--- src/rtl/ram_lsu_master_pkg.sv ---
// rtl/ram_lsu_master_pkg.sv - shared types and defaults for the RAM load/store initiator
package ram_lsu_master_pkg;

    localparam int          DEFAULT_RAM_ADDR_WIDTH = 8;
    localparam logic [31:0] DEFAULT_RAM_BASE       = 32'h0000_1000;

    typedef enum logic [1:0] {
        MEM_B = 2'b00,
        MEM_H = 2'b01,
        MEM_W = 2'b10,
        MEM_X = 2'b11
    } mem_size_t;

    typedef enum logic [1:0] {
        IDLE = 2'b00,
        ACC1 = 2'b01,
        ACC2 = 2'b10,
        RESP = 2'b11
    } st_lsu_t;

    // Access width in bytes; the illegal encoding is treated as a word so the
    // split calculation stays well defined (the request is faulted anyway).
    function automatic logic [2:0] size_bytes(input mem_size_t s);
        case (s)
            MEM_B:   return 3'd1;
            MEM_H:   return 3'd2;
            default: return 3'd4;
        endcase
    endfunction

endpackage

--- src/rtl/ram_lsu_master_lane_align.sv ---
// rtl/ram_lsu_master_lane_align.sv - byte-lane steering for stores and load extraction/extension
//
// Purely combinational.
//   offset        byte offset of the access within its first word
//   size          access width (B/H/W)
//   wdata         right-justified store data
//   rdata_pair    {high word, low word} as read from the RAM
//   is_unsigned   zero-extend (1) or sign-extend (0) load results
//   strobe        8-bit lane mask across both words ([3:0] first word, [7:4] second)
//   wdata_shifted store data moved onto its lanes across both words
//   rdata_ext     load result, right-justified and extended to 32 bits
module lsu_lane_align
    import ram_lsu_master_pkg::*;
(
    input  logic [1:0]  offset,
    input  mem_size_t   size,
    input  logic [31:0] wdata,
    input  logic [63:0] rdata_pair,
    input  logic        is_unsigned,
    output logic [7:0]  strobe,
    output logic [63:0] wdata_shifted,
    output logic [31:0] rdata_ext
);

    logic [3:0]  mask4;
    logic [63:0] rd_shifted;

    always_comb begin
        case (size)
            MEM_B:   mask4 = 4'b0001;
            MEM_H:   mask4 = 4'b0011;
            default: mask4 = 4'b1111;
        endcase

        strobe        = {4'b0000, mask4} << offset;
        wdata_shifted = {32'h0, wdata} << {offset, 3'b000};
        rd_shifted    = rdata_pair >> {offset, 3'b000};

        case (size)
            MEM_B:   rdata_ext = {{24{~is_unsigned & rd_shifted[7]}},  rd_shifted[7:0]};
            MEM_H:   rdata_ext = {{16{~is_unsigned & rd_shifted[15]}}, rd_shifted[15:0]};
            default: rdata_ext = rd_shifted[31:0];
        endcase
    end

endmodule

--- src/rtl/ram_lsu_master.sv ---
// rtl/ram_lsu_master.sv - byte-addressed load/store initiator for a word-addressed, byte-strobed RAM
//
// Ports:
//   clk, rst                        clock; synchronous active-high reset
//   req_valid/req_ready             request handshake (ready only in IDLE, out of reset)
//   req_we/addr/size/unsigned/wdata request fields, sampled at accept
//   rsp_valid/rsp_rdata/rsp_err     one-cycle response per accepted request
//   ram_rd_en/wr_en/addr            RAM control (word address)
//   ram_wr_data/ram_wr_strobe       lane-shifted store data and byte strobes
//   ram_rd_data                     combinational RAM read data
module ram_lsu_master
    import ram_lsu_master_pkg::*;
#(
    parameter int          ADDR_WIDTH = DEFAULT_RAM_ADDR_WIDTH,
    parameter logic [31:0] BASE_ADDR  = DEFAULT_RAM_BASE
) (
    input  logic                  clk,
    input  logic                  rst,
    input  logic                  req_valid,
    output logic                  req_ready,
    input  logic                  req_we,
    input  logic [31:0]           req_addr,
    input  logic [1:0]            req_size,
    input  logic                  req_unsigned,
    input  logic [31:0]           req_wdata,
    output logic                  rsp_valid,
    output logic [31:0]           rsp_rdata,
    output logic                  rsp_err,
    output logic                  ram_rd_en,
    output logic                  ram_wr_en,
    output logic [ADDR_WIDTH-1:0] ram_addr,
    output logic [31:0]           ram_wr_data,
    output logic [3:0]            ram_wr_strobe,
    input  logic [31:0]           ram_rd_data
);

    localparam logic [32:0]           SPAN      = 33'd4 << ADDR_WIDTH;
    localparam logic [ADDR_WIDTH-1:0] LAST_WIDX = '1;

    st_lsu_t state, state_nxt;

    // Request decode, evaluated on the live request fields in IDLE.
    logic [31:0]           req_off;
    logic                  in_range;
    logic [ADDR_WIDTH-1:0] widx_in;
    logic [2:0]            nbytes_in;
    logic                  split_in;
    logic                  err_in;

    always_comb begin
        req_off   = req_addr - BASE_ADDR;
        // 33-bit compare so a RAM ending at 2**32 does not wrap.
        in_range  = (req_addr >= BASE_ADDR) && ({1'b0, req_off} < SPAN);
        widx_in   = req_off[ADDR_WIDTH+1:2];
        nbytes_in = size_bytes(mem_size_t'(req_size));
        split_in  = ({1'b0, req_addr[1:0]} + nbytes_in) > 3'd4;
        // A split that would need the word after the last one is a fault, not a wrap.
        err_in    = (req_size == 2'b11) || !in_range || (split_in && (widx_in == LAST_WIDX));
    end

    // Registered request.
    logic                  we_q;
    logic [1:0]            off_q;
    mem_size_t             size_q;
    logic                  uns_q;
    logic [31:0]           wdata_q;
    logic [ADDR_WIDTH-1:0] widx_q;
    logic                  split_q;
    logic                  err_q;
    logic [31:0]           lo_q;
    logic [31:0]           hi_q;

    logic [7:0]  strobe8;
    logic [63:0] wdata64;
    logic [31:0] rdata_ext;

    lsu_lane_align u_align (
        .offset        (off_q),
        .size          (size_q),
        .wdata         (wdata_q),
        .rdata_pair    ({hi_q, lo_q}),
        .is_unsigned   (uns_q),
        .strobe        (strobe8),
        .wdata_shifted (wdata64),
        .rdata_ext     (rdata_ext)
    );

    always_ff @(posedge clk) begin
        if (rst) begin
            state   <= IDLE;
            we_q    <= 1'b0;
            off_q   <= 2'b00;
            size_q  <= MEM_B;
            uns_q   <= 1'b0;
            wdata_q <= 32'h0;
            widx_q  <= '0;
            split_q <= 1'b0;
            err_q   <= 1'b0;
            lo_q    <= 32'h0;
            hi_q    <= 32'h0;
        end else begin
            state <= state_nxt;
            if (state == IDLE && req_valid) begin
                we_q    <= req_we;
                off_q   <= req_addr[1:0];
                size_q  <= mem_size_t'(req_size);
                uns_q   <= req_unsigned;
                wdata_q <= req_wdata;
                widx_q  <= widx_in;
                split_q <= split_in;
                err_q   <= err_in;
            end
            if (state == ACC1 && !we_q) lo_q <= ram_rd_data;
            if (state == ACC2 && !we_q) hi_q <= ram_rd_data;
        end
    end

    always_comb begin
        state_nxt     = state;
        req_ready     = 1'b0;
        rsp_valid     = 1'b0;
        rsp_err       = 1'b0;
        rsp_rdata     = 32'h0;
        ram_rd_en     = 1'b0;
        ram_wr_en     = 1'b0;
        ram_addr      = widx_q;
        ram_wr_data   = 32'h0;
        ram_wr_strobe = 4'b0000;

        case (state)
            IDLE: begin
                req_ready = 1'b1;
                if (req_valid) state_nxt = err_in ? RESP : ACC1;
            end
            ACC1: begin
                ram_rd_en     = ~we_q;
                ram_wr_en     = we_q;
                ram_wr_strobe = we_q ? strobe8[3:0] : 4'b0000;
                ram_wr_data   = we_q ? wdata64[31:0] : 32'h0;
                state_nxt     = split_q ? ACC2 : RESP;
            end
            ACC2: begin
                ram_addr      = widx_q + ADDR_WIDTH'(1);
                ram_rd_en     = ~we_q;
                ram_wr_en     = we_q;
                ram_wr_strobe = we_q ? strobe8[7:4] : 4'b0000;
                ram_wr_data   = we_q ? wdata64[63:32] : 32'h0;
                state_nxt     = RESP;
            end
            RESP: begin
                rsp_valid = 1'b1;
                rsp_err   = err_q;
                rsp_rdata = (we_q || err_q) ? 32'h0 : rdata_ext;
                state_nxt = IDLE;
            end
            default: state_nxt = IDLE;
        endcase

        // Reset silences the RAM and response immediately, not just from the next edge.
        if (rst) begin
            req_ready     = 1'b0;
            rsp_valid     = 1'b0;
            rsp_err       = 1'b0;
            rsp_rdata     = 32'h0;
            ram_rd_en     = 1'b0;
            ram_wr_en     = 1'b0;
            ram_wr_data   = 32'h0;
            ram_wr_strobe = 4'b0000;
        end
    end

endmodule

--- config.mk ---
export PLATFORM = sky130hd
export DESIGN_NAME = ram_lsu_master
export DESIGN_NICKNAME = d
export VERILOG_FILES = /design/src/rtl/ram_lsu_master_pkg.sv /design/src/rtl/ram_lsu_master_lane_align.sv /design/src/rtl/ram_lsu_master.sv
export SDC_FILE = /design/constraint.sdc
export NUM_CORES = 1
export LEC_CHECK = 0
export ABC_AREA = 1
export BUFFER_PORTS_ARGS = -buffer_cell sky130_fd_sc_hd__buf_2
export CORE_UTILIZATION = 57
export CTS_CLUSTER_SIZE = 25
export DETAILED_ROUTE_END_ITERATION = 7
export HOLD_SLACK_MARGIN = 0.02
export MAX_ROUTING_LAYER = met4
export PLACE_DENSITY = 0.86
export SLEW_MARGIN = 20
export SYNTH_ARGS = -nofsm -noshare
export SYNTH_HDL_FRONTEND = slang
export SYNTH_SLANG_ARGS = --single-unit
--- constraint.sdc ---
create_clock -name clk -period 4.1 [get_ports clk]
set_clock_uncertainty 0.1 [all_clocks]
set_input_delay 0.82 -clock clk [delete_from_list [all_inputs] [get_ports clk]]
set_output_delay 0.82 -clock clk [all_outputs]
set_load 0.01 [all_outputs]
* Word-level counts from Yosys, hierarchy flattened
Cells that the tools add are included.
** Word-level totals
- Register bits :: 114
- Output and inout port bits :: 81
- Word-level logic and storage cells :: 75
** Operators by class
- Add/subtract/negate cells :: 3
- Magnitude comparators :: 3
- Eq/ne operators :: 8
- Shifts and indexed selects :: 3
- Multiplexer cells :: 29
- Bitwise gates (word level) :: 4
- Reduce and logical (&&, ||, !) cells :: 14
** Operators with widths (count)
- two-way mux 32 bit :: 6
- case mux 32 bit (2 select lines) :: 2
- << shifter 32 x 5 -> 64 bit :: 1
- >> shifter 64 x 5 -> 32 bit :: 1
- >= comparator 32 x 13 -> 1 bit, second input constant :: 1
- < comparator 32 x 11 -> 1 bit, second input constant :: 1
- subtractor 32 x 13 -> 32 bit, second input constant :: 1
- case mux 4 bit (2 select lines) :: 2
- two-way mux 4 bit :: 3
- two-way mux 1 bit :: 11
- adder 8 x 1 -> 8 bit, second input constant :: 1
- equality test 8 bit, second input constant :: 1
- two-way mux 8 bit :: 1
- case mux 2 bit (4 select lines) :: 1
- << shifter 4 x 2 -> 8 bit :: 1
- equality test 2 x 1 -> 1 bit, second input constant :: 3
- equality test 2 bit, second input constant :: 3
- logical NOT 2 bit :: 3
- case mux 3 bit (2 select lines) :: 1
- logical AND 1 bit :: 5
- two-way mux 2 bit :: 2
- adder 2 x 3 -> 3 bit :: 1
- > comparator 3 bit, second input constant :: 1
- logical OR 1 bit :: 3
- 5 further kinds :: 8

* Depth between registers and ports, before layout
Gate-level depths: netlist (run 1).
- Depth after elaboration :: 9
- Depth in mapped cells :: 16
- Mapped depth without buffers :: 16

* By module
A second synthesis (run 1) with hierarchy kept.
** Unflattened totals
- Cell total of the unflattened synthesis :: 1330
- Area, all modules :: 7756.2 µm²
** Modules (own cells, without submodules)
- ram_lsu_master :: times used 1, cells an instance 854, area each 5610.4 µm², seq. area each 2282.2 µm²
- lsu_lane_align :: times used 1, cells an instance 476, area each 2145.8 µm², seq. area each 0.0 µm²

* Worst setup path after synthesis (run 1)
Ideal clock, no wire load.
- Path kind :: input to output
- Start point :: in rst
- End point :: out rsp_rdata[6]
- Arrival time :: 1.983 ns
- Data required time :: 3.180 ns
- Setup slack :: 1.197 ns
- Stages on the path :: 4
- Cells stage by stage :: nor2_1 nand2_1 clkbuf_1 a311oi_1
** Between the ends
- Word-level cells in the longest chain between the ends :: 1
** Ends and longest elaborated chain
- start: declaration :: RTL line ram_lsu_master.sv:18 : input logic rst,
- two-way mux 32 bit :: RTL line ram_lsu_master.sv:160 : if (rst) begin
- end: declaration :: RTL line ram_lsu_master.sv:27 : output logic [31:0] rsp_rdata,
No other way between the ends.

* Worst setup path after layout (run 1)
- Start point :: reg state[0]
- End point :: out ram_wr_data[13]
** Between the ends
- Word-level cells in the longest chain between the ends :: 3
- Elaborated cells between the ends (all ways) :: 4
** Ends and longest elaborated chain
- start: declaration :: RTL line ram_lsu_master.sv:40 : st_lsu_t state, state_nxt;
- start signal: assignment :: RTL line ram_lsu_master.sv:102 : state <= state_nxt;
- equality test 2 bit / equality test 2 x 1 -> 1 bit (equally long branches) :: RTL line ram_lsu_master.sv:130 : case (state)
- case mux 32 bit (2 select lines) (*) :: RTL line ram_lsu_master.sv:130
- two-way mux 32 bit (*) :: RTL line ram_lsu_master.sv:160
- end: declaration :: RTL line ram_lsu_master.sv:32 : output logic [31:0] ram_wr_data,
Mark *: on every way between the ends. The rest lies on a longest branch, timed or not.

==> qor.csv, run 1 <==
stage,metric,value,unit
die,Cell Rows,38,
yosys,sequential cell area fraction in the yosys report,32.7,%
sta,final setup TNS,0,ns
place,IO buf count,183,
setup_path,most numerous cell on the critical path,inv_1,
global_routing,most used routing layer,met2,
finish,area delta synth->final,19.0,%
detailed_routing,vias post-DR,7549,
setup_path,CP Launch Type,flip-flop,
yosys,synth warn,0,
yosys,syn avg cell area,6.19,um^2
clocking,Clock Latency Late Sink,0.35,ns
setup_path,Critical Path RT,3.18,ns
sta,Least-Margin Pin Slew,1.09,ns
sta,max-slew violations,0,
global_routing,met3 Usage GRT,6.93,%
global_routing,total track usage,35.0,%
power_and_ir_drop,pwr dens,585,mW/mm^2
sta,final setup vio count,0,
power_and_ir_drop,Leak,3.58,nW
status,status,completed,
clocking,Post-CTS Setup Repair Bufs,0,
setup_path,critical path arrival,2.75,ns
clocking,CTS tree,built,
die,Die Width,109,um
yosys,most frequent cells after synthesis,"221 x nor2_1, 202 x nand2_1, 187 x o21ai_0",
die,Ports,184,
sta,Final Hold Fails,0,
sta,Worst slew margin,27.6,%
die,Die Area,0.0118,mm^2
global_routing,first-pass GRT wire length,31500,um
global_routing,global route overflow,0,
detailed_routing,Starting DRT DRC Count,855,
detailed_routing,final wirelength,20100,um
finish,antenna diode instance count,0,
yosys,"FF+latch count, synth",106,
sta,RSZ-0062 raised after global routing,false,
yosys,"area leader, netlist",dfxtp_1,
setup_path,CP cell instances,inv_1 -> ha_1 -> inv_1 -> nor2_1 -> inv_1 -> nor2_1 -> inv_1 -> nor2_2 -> nand2_1 -> o21ai_0 -> buf_2,
detailed_routing,Via density,5.65,
global_routing,vias in the first global route,6514,
clocking,post_cts resized,0,
yosys,commonest register cell after synthesis,dfxtp_1,
setup_path,CP max FO,14,
sta,final worst-path cycle share,89.5,%
yosys,Mapped Area,0.00649,mm^2
hold_path,Hold Crit Class,flip-flop to flip-flop,
yosys,"count leader, synth",nor2_1,
clocking,Num CTS Buffers,9,
yosys,unique cell type count in the Yosys netlist,36,
setup_path,Worst Setup End Kind,primary output,
place,Post-DP HPWL,14400,um
run,max cap viols,0,
clocking,hold buffers post-CTS,0,
power_and_ir_drop,Max IR drop VDD,0.372,mV
clocking,H-tree depth,3,
yosys,ys async rst share,0,%
place,Setup WS pre-CTS,0.776,ns
die,Initial Util,59.1,%
clocking,CTS max path bufs,2,
sta,PnR worst setup slack,0.430,ns
yosys,share of the synthesized area in the top cell type,32.7,%
setup_path,Crit-path slowest cell,dfxtp_1,
global_routing,largest net degree at the start of global routing,73,
clocking,clk sink count,106,
global_routing,met2 usage,51.5,%
setup_path,CP Buf/Inv Count,5,
detailed_routing,Initial DRT Pass Iterations,6,
setup_path,critical path's top delay family,simple AND/OR/NAND/NOR gates,
finish,layout cells sized above 1,20.0,%
sta,max frequency,272,MHz
detailed_routing,DR DRC count,0,
die,chip height,109,um
detailed_routing,WL/cell,15.0,um
die,core area,0.0110,mm^2
setup_path,slowest cell delay on critical path,0.39,ns
global_routing,routing usage on met1,47.4,%
sta,Period minus WS final,3.67,ns
clocking,clk slew on worst S/H paths,0.07,ns
place,final weighted congestion in routability-driven placement,0.991,
finish,Nets,1302,
detailed_routing,number of routed nets with antenna violations,0,
yosys,Post-synth EDFFs,0,
yosys,Synth area leaders,"dfxtp_1 33%, o21ai_0 14%, nor2_1 13%",
yosys,gate count after technology mapping,1049,
global_routing,initial antenna violation count,0,
clocking,CTS root buffer,clkbuf_16,
yosys,Post-Syn Nets,1160,
setup_path,CP Class,flip-flop to primary output,
==> metal layers <==
layer	vias to the layer above	share of wire, %
met5	-	0
met1	3338	44
met2	454	43
met3	50	10
met4	0	2.9
li1	3707	-
==> flip-flops by register name, indices dropped and copies added (netlist names), 2 cells and up <==
signal and cells:
lo_q 32, off_q 2, hi_q 24, widx_q 8, size_q 2, state 2
wdata_q 32
==> logic make-up after synthesis <==
group / count (synthesis) / share of synthesized area, %
and+or+nand+nor: 466 / 29.1
AOI/OAI and AO/OA: 317 / 26.7
buffers and inverters: 144 / 8.85
DFF: 106 / 32.7
xor gates and xnor gates: 8 / 1.08
adders and majority gates: 8 / 1.66
==> worst min-delay path, stage by stage (launching register included) <==
cell     delay (ns)
dfxtp_1        0.31
inv_1          0.06
a21oi_1        0.05
==> layout make-up <==
class	instances	area (um^2)
clock buffer	10	239
clock inverter	6	72.6
fill	1011	3260
inverter	77	289
multi-input combinational	799	3790
sequential	106	2120
tap	140	175
timing repair buffer	198	1030
==> cell usage in the layout, fill, tap and decap left out, types with 3 or more instances in the layout <==
cell type	Yosys	routed
ha_1	7	7
o21ai_0	187	187
nand2_1	202	202
nor2_4	10	10
inv_2	1	4
clkbuf_16	0	9
nand3_1	23	23
nor3_1	3	3
a31oi_1	3	3
buf_2	9	183
a21oi_1	91	91
a311oi_1	7	7
nor2_1	221	221
dfxtp_1	106	105
xor2_1	6	6
o21bai_1	7	7
buf_4	1	15
o2bb2ai_1	12	12
inv_1	76	73
==> final timing paths <==
path	to	depth (start not counted)	startpoint	slack, ns
setup / recovery	ram_wr_data[13]	11	state[0]	0.43
hold reg to reg	hi_q[9]	2	hi_q[9]	0.37
hold / removal	hi_q[9]	2	hi_q[9]	0.37
setup reg to reg	hi_q[21]	9	state[0]	1.59
==> power by group <==
group | switching, mW | internal (mW) | leakage, nW
clock network | 0.405 | 0.498 | 0.155
logic | 1.35 | 0.579 | 2.55
registers | 0.284 | 1.40 | 0.874
total | 2.04 | 2.47 | 3.58
==> stage by stage <==
stage / std cells / hold WS [ns] / total power, mW / cell area (um^2) / util, %
2_1_floorplan: 1049 / 0.339 / 2.97 / 6490 / -
3_3_place_gp: 1320 / 0.353 / 3.51 / 7410 / 67.5
3_5_place_dp: 1320 / 0.359 / 3.54 / 7410 / 67.5
4_1_cts: 1336 / 0.372 / 4.45 / 7720 / 70.3
5_1_grt: 1336 / 0.386 / 4.81 / 7720 / 70.3
6_report: 1336 / 0.372 / 4.51 / 7720 / 70.3
Power figures use the tool's default switching activity.
==> inputs of run 2 (changes only) <==
Settings changed: CTS_CLUSTER_SIZE 25 to 40, REMOVE_ABC_BUFFERS set to 1.
==> qor.csv, run 2 (synthesis gave the netlist of run 1 again) <==
stage,metric,value,unit
status,status,completed,
setup_path,slowest cell delay on critical path,0.44,ns
setup_path,register-to-register path setup slack,1.46,ns
setup_path,Critical Path RT,3.18,ns
die,core area,0.0110,mm^2
finish,Layout Cells excl Fill,1333,
setup_path,CP Buf/Inv Count,6,
detailed_routing,WL/cell,14.4,um
power_and_ir_drop,Max IR drop VDD,0.357,mV
detailed_routing,Via density,5.58,
global_routing,global route overflow,0,
clocking,Post-CTS Setup Repair Bufs,0,
setup_path,most numerous cell on the critical path,inv_1,
setup_path,Crit-path slowest cell,dfxtp_1,
setup_path,critical path's top delay family,simple AND/OR/NAND/NOR gates,
clocking,clk slew on worst S/H paths,0.07,ns
sta,max-slew violations,0,
clocking,CTS tree,built,
global_routing,routing usage on met1,42.1,%
global_routing,total track usage,33.5,%
sta,final setup vio count,0,
sta,Worst slew margin,31.6,%
setup_path,Reg2Reg Depth,8,
die,Die Area,0.0118,mm^2
clocking,CTS max path bufs,2,
die,Initial Util,59.1,%
finish,Nets,1300,
clocking,H-tree depth,3,
hold_path,worst hold path depth,2,
clocking,CTS root buffer,clkbuf_16,
hold_path,worst hold path endpoint,hi_q[9],
setup_path,Setup crit start,state[0],
setup_path,Reg-to-Reg End,hi_q[1],
setup_path,CP Launch Type,flip-flop,
global_routing,met2 usage,53.2,%
finish,Top Registers,"lo_q (32), wdata_q (32), hi_q (24)",
setup_path,critical path arrival,2.83,ns
sta,Least-Margin Pin Slew,1.03,ns
clocking,Clock Latency Late Sink,0.35,ns
finish,fillers,1016,
global_routing,vias in the first global route,6673,
detailed_routing,number of routed nets with antenna violations,0,
die,Ports,184,
power_and_ir_drop,pwr dens,580,mW/mm^2
global_routing,largest net degree at the start of global routing,66,
place,Post-DP HPWL,13200,um
finish,antenna diode instance count,0,
sta,RSZ-0062 raised after global routing,false,
run,max cap viols,0,
global_routing,most used routing layer,met2,
power_and_ir_drop,Leak,3.57,nW
setup_path,reg-to-reg startpoint,state[0],
place,final weighted congestion in routability-driven placement,0.923,
clocking,hold buffers post-CTS,0,
detailed_routing,final wirelength,19200,um
sta,Final Hold Fails,0,
finish,"commonest cells after routing, fill and taps aside","221 x nor2_1, 202 x nand2_1, 187 x o21ai_0",
detailed_routing,DR DRC count,0,
clocking,clk sink count,106,
finish,layout cells sized above 1,19.6,%
place,Inst Count DP,1318,
global_routing,first-pass GRT wire length,30700,um
clocking,Num CTS Buffers,9,
global_routing,met3 Usage GRT,5.14,%
setup_path,CP max FO,14,
detailed_routing,Starting DRT DRC Count,776,
detailed_routing,vias post-DR,7434,
detailed_routing,Initial DRT Pass Iterations,6,
power_and_ir_drop,"Power, Total",4.47,mW
hold_path,Hold Path Origin,hi_q[9],
sta,max frequency,267,MHz
sta,final worst-path cycle share,91.4,%
clocking,post_cts resized,0,
setup_path,CP cell instances,inv_1 -> ha_1 -> inv_1 -> nor2_1 -> inv_1 -> nor2_1 -> inv_1 -> nor2_2 -> o21ai_0 -> inv_1 -> buf_2,
sta,Period minus WS final,3.75,ns
die,Die Width,109,um
hold_path,Hold Crit Class,flip-flop to flip-flop,
finish,"commonest non-fill, non-tap cell in the layout",nor2_1,
place,IO buf count,183,
die,chip height,109,um
finish,area delta synth->final,18.9,%
global_routing,initial antenna violation count,0,
setup_path,Worst Setup End Kind,primary output,
setup_path,CP Class,flip-flop to primary output,
die,Cell Rows,38,
run 2: cell count changes in the layout (fill, tap and decap cells not counted):
cell,delta
inv_2,-1
clkinv_4,-1
bufinv_16,+1
inv_8,-1
clkinv_2,-1
clkbuf_1,+1
inv_1,+1
buf_4,-2
inv_6,-1
clkinvlp_4,+1
run 2: stage by stage:
step	instance area [um^2]	setup slack (ns)	util (%)	hold slack (ns)	TNS, ns
after global routing	7710	0.102	70.2	0.390	0
after detailed placement	7390	0.684	67.3	0.354	0
after CTS	7710	0.388	70.2	0.365	0
after floorplan	6200	-1.09	-	0.341	-26.85
final	7710	0.351	70.2	0.368	0
after global placement	7390	0.788	67.3	0.351	0
run 2: how the worst max path moves through the flow:
stage | endpoint | cells after the start
2_1_floorplan | rsp_rdata[16] | 6
3_3_place_gp | ram_wr_data[14] | 9
3_5_place_dp | ram_wr_data[13] | 9
4_1_cts | ram_wr_data[13] | 11
5_1_grt | ram_wr_data[20] | 11
6_report | ram_wr_data[19] | 11
run 2: worst min-delay path, stage by stage, from the launching register on:
cell and delay (ns):
dfxtp_1 0.31, inv_1 0.06, a21oi_1 0.05
run 2: area by class of cell:
type                    count  area (um^2)  area share, %
multi-input cells         799         3790           49.2
flip-flops and latches    106         2120           27.5
repair buffers            196         1010           13.1
inverters                  77          289           3.75
clock buffers              11          243           3.15
well taps                 140          175           2.27
clock inverters             4         76.3          0.989
run 2: power by group:
| group | total [mW] | leakage, nW | internal, mW | switching [mW] |
|---|---|---|---|---|
| Combinational | 1.89 | 2.54 | 0.571 | 1.31 |
| Clock | 0.933 | 0.152 | 0.550 | 0.383 |
| Sequential | 1.65 | 0.874 | 1.40 | 0.258 |
run 2: routing by layer:
metal / up-vias / part of all wire, %
li1: 3689 / -
met1: 3282 / 41
met2: 400 / 47
met3: 63 / 8.6
met4: 0 / 3.2
met5: - / 0
